<file path="config.mk">
export PLATFORM = sky130hd
export DESIGN_NAME = pager_multi
export DESIGN_NICKNAME = d
export VERILOG_FILES = /design/src/rtl/pager_multi.sv
export SDC_FILE = /design/constraint.sdc
export NUM_CORES = 1
export LEC_CHECK = 0
export ABC_CLOCK_PERIOD_IN_PS = 1300
export CAP_MARGIN = 0
export CORE_ASPECT_RATIO = 0.9
export CORE_MARGIN = 5
export CORE_UTILIZATION = 31
export CTS_BUF_LIST = sky130_fd_sc_hd__clkbuf_4 sky130_fd_sc_hd__clkbuf_8
export CTS_CLUSTER_DIAMETER = 80
export DETAILED_ROUTE_END_ITERATION = 6
export PLACE_DENSITY = 0.54
export REMOVE_ABC_BUFFERS = 1
export SLEW_MARGIN = 5
export SYNTH_ARGS = -nofsm -noshare
export SYNTH_HDL_FRONTEND = slang
export SYNTH_SLANG_ARGS = --single-unit
</file>
<file path="constraint.sdc">
create_clock -name clk -period 1.3 [get_ports clk]
set_input_delay 0.26 -clock clk [delete_from_list [all_inputs] [get_ports clk]]
set_output_delay 0.26 -clock clk [all_outputs]
set_load 0.01 [all_outputs]
</file>
<file path="src/rtl/pager_multi.sv">
// Multi-channel pager alarm detector: sticky per-channel alarm after RUN_LEN sampled zeros, shared beeper z.
// Latency: alarm rises on the edge sampling the RUN_LEN-th zero, z first rises BEEP_DIV clks later; no backpressure.
module pager_multi #(
  parameter int CHANNELS = 4,
  parameter int RUN_LEN  = 3,
  parameter int BEEP_DIV = 8,
  localparam int CNT_W = $clog2(RUN_LEN + 1),
  localparam int ID_W  = (CHANNELS > 1) ? $clog2(CHANNELS) : 1,
  localparam int DIV_W = (BEEP_DIV > 1) ? $clog2(BEEP_DIV) : 1
) (
  input  logic                clk,
  input  logic                rst,
  input  logic                sample_en,
  input  logic [CHANNELS-1:0] x,
  input  logic [CHANNELS-1:0] ack,
  output logic [CHANNELS-1:0] alarm,
  output logic                alarm_any,
  output logic [ID_W-1:0]     alarm_id,
  output logic                z
);

  localparam logic [1:0] ST_IDLE  = 2'd0;
  localparam logic [1:0] ST_COUNT = 2'd1;
  localparam logic [1:0] ST_ALARM = 2'd2;
  localparam logic [1:0] ST_REARM = 2'd3;

  for (genvar i = 0; i < CHANNELS; i++) begin : g_ch
    logic [1:0]       st, st_nxt;
    logic [CNT_W-1:0] cnt, cnt_nxt;
    logic             alarm_q;

    always_comb begin
      st_nxt  = st;
      cnt_nxt = cnt;
      case (st)
        ST_IDLE: begin
          if (sample_en && !x[i]) begin
            if (RUN_LEN == 1) begin
              st_nxt = ST_ALARM;
            end else begin
              st_nxt  = ST_COUNT;
              cnt_nxt = CNT_W'(1);
            end
          end
        end
        ST_COUNT: begin
          if (sample_en) begin
            if (!x[i]) begin
              // Terminal zero of the run: counter resets so it never reaches RUN_LEN.
              if (cnt == CNT_W'(RUN_LEN - 1)) begin
                st_nxt  = ST_ALARM;
                cnt_nxt = '0;
              end else begin
                cnt_nxt = cnt + CNT_W'(1);
              end
            end else begin
              st_nxt  = ST_IDLE;
              cnt_nxt = '0;
            end
          end
        end
        ST_ALARM: begin
          if (ack[i]) st_nxt = ST_REARM;
        end
        default: begin
          if (sample_en && x[i]) st_nxt = ST_IDLE;
        end
      endcase
    end

    always_ff @(posedge clk or posedge rst) begin
      if (rst) begin
        st      <= ST_IDLE;
        cnt     <= '0;
        alarm_q <= 1'b0;
      end else begin
        st      <= st_nxt;
        cnt     <= cnt_nxt;
        alarm_q <= (st_nxt == ST_ALARM);
      end
    end

    assign alarm[i] = alarm_q;
  end

  assign alarm_any = |alarm;

  always_comb begin
    alarm_id = '0;
    for (int i = CHANNELS - 1; i >= 0; i--) begin
      if (alarm[i]) alarm_id = ID_W'(i);
    end
  end

  logic [DIV_W-1:0] div;

  always_ff @(posedge clk or posedge rst) begin
    if (rst) begin
      div <= '0;
      z   <= 1'b0;
    end else if (!alarm_any) begin
      div <= '0;
      z   <= 1'b0;
    end else if (div == DIV_W'(BEEP_DIV - 1)) begin
      div <= '0;
      z   <= ~z;
    end else begin
      div <= div + DIV_W'(1);
    end
  end

endmodule

</file>
## After elaboration in Yosys (flattened, before gate mapping)

Cells that the tools add are included.

- Register bits: 24
- Input bits: 11
- Output and inout port bits: 8
- Word-level logic and storage cells: 127

- $add $sub $neg: 5
- Eq/ne operators: 26
- Mux-type cells: 56
- Bitwise gates (word level): 1
- Reductions and logical operators: 25

Operator list:

| cell | count |
|---|---|
| 2-bit two-way mux | 44 |
| 2-bit == test, second input constant | 12 |
| 2-bit one-hot mux with 3 select lines | 4 |
| 2-bit != test, second input constant | 8 |
| 2-bit one-hot mux with 2 select lines | 4 |
| 3-bit AND reduction | 4 |
| 2-bit by 1-bit adder with 2-bit output, second input constant | 4 |
| 2-bit by 1-bit == test with 1-bit output, second input constant | 4 |
| 1-bit logical AND | 8 |
| 2-bit zero test | 4 |
| 2-bit nonzero test | 4 |
| 3-bit two-way mux | 2 |
| 1-bit zero test | 4 |
| 4-bit OR reduction | 1 |
| 3-bit by 1-bit adder with 3-bit output, second input constant | 1 |
| 3-bit == test, second input constant | 1 |
| 1-bit two-way mux | 2 |
| 2-bit by 1-bit != test with 1-bit output, second input constant | 1 |
| 1-bit inverter | 1 |

## Depth between registers and ports, before layout

- Depth in word-level cells: 6
- Gate-level depth with buffers: 4
- Gate-level depth less buffers: 4

## Worst setup path before layout

Ideal clock, no wire load.

- Path kind: register to output
- From: register g_ch[0].alarm_q
- To: output alarm_any
- Data arrival time: 875 ps
- Required time: 1040 ps
- Slack: 165 ps
- Cell stages (with the launch flop): 3
- Path buffers: 0
- Cell sequence: dfrtp_1 nor4_4 inv_1

- Longest elaborated chain between the ends: 1

RTL lines:

| what | line | text |
|---|---|---|
| from (decl) | 30 | `logic alarm_q;` |
| from (signal assigned) | 79 | `alarm_q <= (st_nxt == ST_ALARM);` |
| 4-bit OR reduction | 86 | `assign alarm_any = \|alarm;` |
| to (decl) | 17 | `output logic alarm_any,` |

No other way between the ends.

## Final worst setup path

- From: register g_ch[1].alarm_q
- To: output alarm_any

- Longest elaborated chain between the ends: 1

RTL lines:

| what | line |
|---|---|
| from (decl) | 30 |
| from (signal assigned) | 79 |
| 4-bit OR reduction | 86 |

No other way between the ends.

==> run_results.csv <==
group,metric,value,unit
detailed_routing,wl_per_cell,12.40,um
setup_path,critPathBufInv,3,
setup_path,worst-setup-path-type,"reg2out",
sta,slew_headroom,76.30,%
setup_path,worst_setup_path_end_kind,"primary output",
synthesis,netlist_area,1261,sq um
sta,period_minus_slack,1.516,ns
cts,hold_buffers,0,
grt,grt_pass1_vias,952,
pwr,sw_frac_of_total,34.61,%
detailed_routing,route.detailed.drc,0,
sta,fin_ws,-0.2162,ns
pwr,power_switching,976.4,uW
setup_path,max_stage_delay,0.41,ns
pwr,p_int,1845,uW
setup_path,cp_slowest_cell,"dfrtp_1",
setup_path,cp.required,1.04,ns
synthesis,synth_edf_count,0,
pwr,p_per_area,1698,nW/um^2
setup_path,reg2reg_slack,0.02,ns
detailed_routing,drt_pass1_iterations,4,
sta,final_hold_viol_count,0,
synthesis,synth.area.top_cells,"dfrtp_1 48%, nor2b_1 4.0%, buf_4 3.0%",
cts,clock_latency,0.26,ns
layout,final_area,1662,sq um
job,maxCapViolations,0,
pwr,leakagePower,0.0007837,uW
layout,drive_above_1_share,26.92,%
status,outcome,"finished, violations left",
synthesis,avgSynthCellArea,10.25,sq um
grt,grt_first_pass_wirelength,4229,um
layout,nets,170,
cts,path_clk_slew,0.08,ns
pwr,ir_worst_vdd,0.5170,mV
synthesis,synth_top_cell_by_area,"dfrtp_1",
synthesis,ys_seq_elements,24,
die,die_x,77.24,um
worst_hold_path,holdCritPathClass,"in2async",
layout,diodes,0,
grt,grt_usage,9.295,%
cts,clockBufferDepth,2,
place,hpwlAfterDp,1816,um
cts,h-tree-depth,1,
synthesis,yosysSeqAreaShare,47.62,%
layout,final_common_cell,"dfrtp_1",
sta,rsz0062_at_grt,"true",
synthesis,synth_cells,123,
detailed_routing,first_iter_violations,59,
layout,final_cell_mix,"24 x dfrtp_1, 14 x buf_4, 10 x clkdlybuf4s50_1",
sta,finalSetupViolCount,3,
cts,cts_tree,"built",
place,io_buffers,18,
detailed_routing,postRouteAntennaNets,0,
sta,skew,0.002704,ns
grt,grt_max_degree,26,
status,violations,"setup timing",
pwr,seqPwrFrac,46.6,%
layout,area_growth,31.75,%
pwr,pwr-share-comb,35.9,%
detailed_routing,vias,1009,
setup_path,start_kind,"flip-flop",
place,gp_congestion,0.8155,
detailed_routing,avgViaCountPerCell,4.946,
setup_path,arrival,1.26,ns
setup_path,cp_top_family,"flip-flops",
grt,grt_overflow,0,
die,core,4019,sq um
place,pre_cts_slack,-0.2269,ns
synthesis,yosysTopAreaCellShare,47.62,%
pwr,power_frac_clock,17.5,%
grt,antenna_found_initial,0,
sta,period_share,116.6,%
setup_path,crit_chain,"buf_6 > nor4_4 > inv_1 > buf_2",
die,die_h,70.51,um
synthesis,synth_cell_type_count,34,
cts,cts.sinks,24,
synthesis,async_reset_ff_share,100.0,%
sta,max_slew.worst_pin.slew,0.3524,ns
sta,clock.fmax,659.5,MHz
sta,slew_violations,0,
detailed_routing,wl,2530,um
cts,cts_buffers,3,
die,rows,22,
cts,clock-root-buffer,"clkbuf_8",
synthesis,yosys_warnings,0,
die,pin_count,19,
synthesis,synth_ff_type,"dfrtp_1",
die,die-area,5446,sq um
place,detailed_place.area,1534,sq um
setup_path,cp_max_fo,3,
die,start_util,31.38,%
==> worst register-to-register path, cell delays in order, from the launching register on <==
cell	delay (ns)
dfrtp_1	0.41
buf_6	0.13
nor4_4	0.26
buf_4	0.15
buf_6	0.08
buf_6	0.09
nor3_1	0.04
==> cell families after synthesis <==
logic type	after synthesis	synth area share (%)
compound gates	36	20.83
fa+ha+maj	2	1.984
simple gates	39	19.15
flops	24	47.62
buf+inv	20	8.929
mux	1	0.7937
xor+xnor	1	0.6946
==> through the flow <==
| stage | setup TNS [ns] | instances | power [uW] | utilization [%] | hold slack [ns] |
|---|---|---|---|---|---|
| 2_1_floorplan | 0 | 113 | 1860 | - | 0.2746 |
| 3_3_place_gp | -1.586 | 190 | 2203 | 38.17 | 0.4246 |
| 3_5_place_dp | -2.110 | 190 | 2245 | 38.17 | 0.4414 |
| 4_1_cts | -0.4253 | 201 | 2786 | 40.75 | 0.3233 |
| 5_1_grt | -0.8414 | 204 | 3033 | 41.35 | 0.3292 |
| 6_report | -0.4904 | 204 | 2821 | 41.35 | 0.3207 |
==> metal layers <==
| layer | routed length, um | global-route usage, % | up-vias |
|---|---|---|---|
| met5 | 0 | 0 | - |
| met4 | 9 | 2.290 | 0 |
| met3 | 86 | 1.675 | 2 |
| met2 | 1192 | 14.49 | 12 |
| met1 | 1241 | 13.33 | 480 |
| li1 | - | - | 515 |
==> final cells by class <==
type / count / area (sq um)
well taps: 48 / 60.06
fillers: 390 / 2357
inverters: 10 / 37.54
clock buffers: 4 / 55.05
multi-input cells: 79 / 556.8
repair buffers: 39 / 351.6
flip-flops and latches: 24 / 600.6
==> flip-flops by register name, summed over array words and instances, names as in the netlist <==
name,flops
g_ch.cnt,8
g_ch.st,8
g_ch.alarm_q,4
div,3
z,1
==> Yosys cell counts, types with 2 or more instances <==
cell type,number
a31o_2,2
nand2b_1,4
buf_6,2
a21oi_1,5
a221oi_1,2
o22a_1,2
buf_2,3
dfrtp_1,24
buf_4,5
nand3_1,4
nor2_1,9
a21o_1,3
nor3_1,3
ha_1,2
nor2b_1,8
a32oi_1,4
nand4_1,4
o21ai_0,7
inv_1,10
a31oi_1,2
o31ai_1,4
or3_1,2
==> power by group through the flow <==
stage               combinational [uW]  clock [uW]  sequential [uW]
floorplan                          596           0             1260
global placement                   891           0             1310
detailed placement                 917           0             1330
CTS                                961         520             1310
global route                      1130         551             1360
finish                            1010         493             1320
==> repair_timing <==
| item | 4_1_cts | 5_1_grt |
|---|---|---|
| buffers inserted | 8 | 3 |
| gates resized for setup | 27 | 10 |
| pin swaps | 1 | 2 |
| endpoints found under the setup margin | 8 | 5 |
==> worst paths after layout <==
| check | from | to | cells past startpoint |
|---|---|---|---|
| min in group clk | div[0] | div[0] | 1 |
| max | g_ch[1].alarm_q | alarm_any | 4 |
| min | rst | g_ch[3].st[1] | 3 |
| min reg2reg | div[0] | div[0] | 1 |
| max reg2reg | g_ch[1].alarm_q | div[0] | 6 |
| max in group asynchronous | rst | g_ch[2].alarm_q | 3 |
Note: power is estimated with default switching activity, not from simulation.
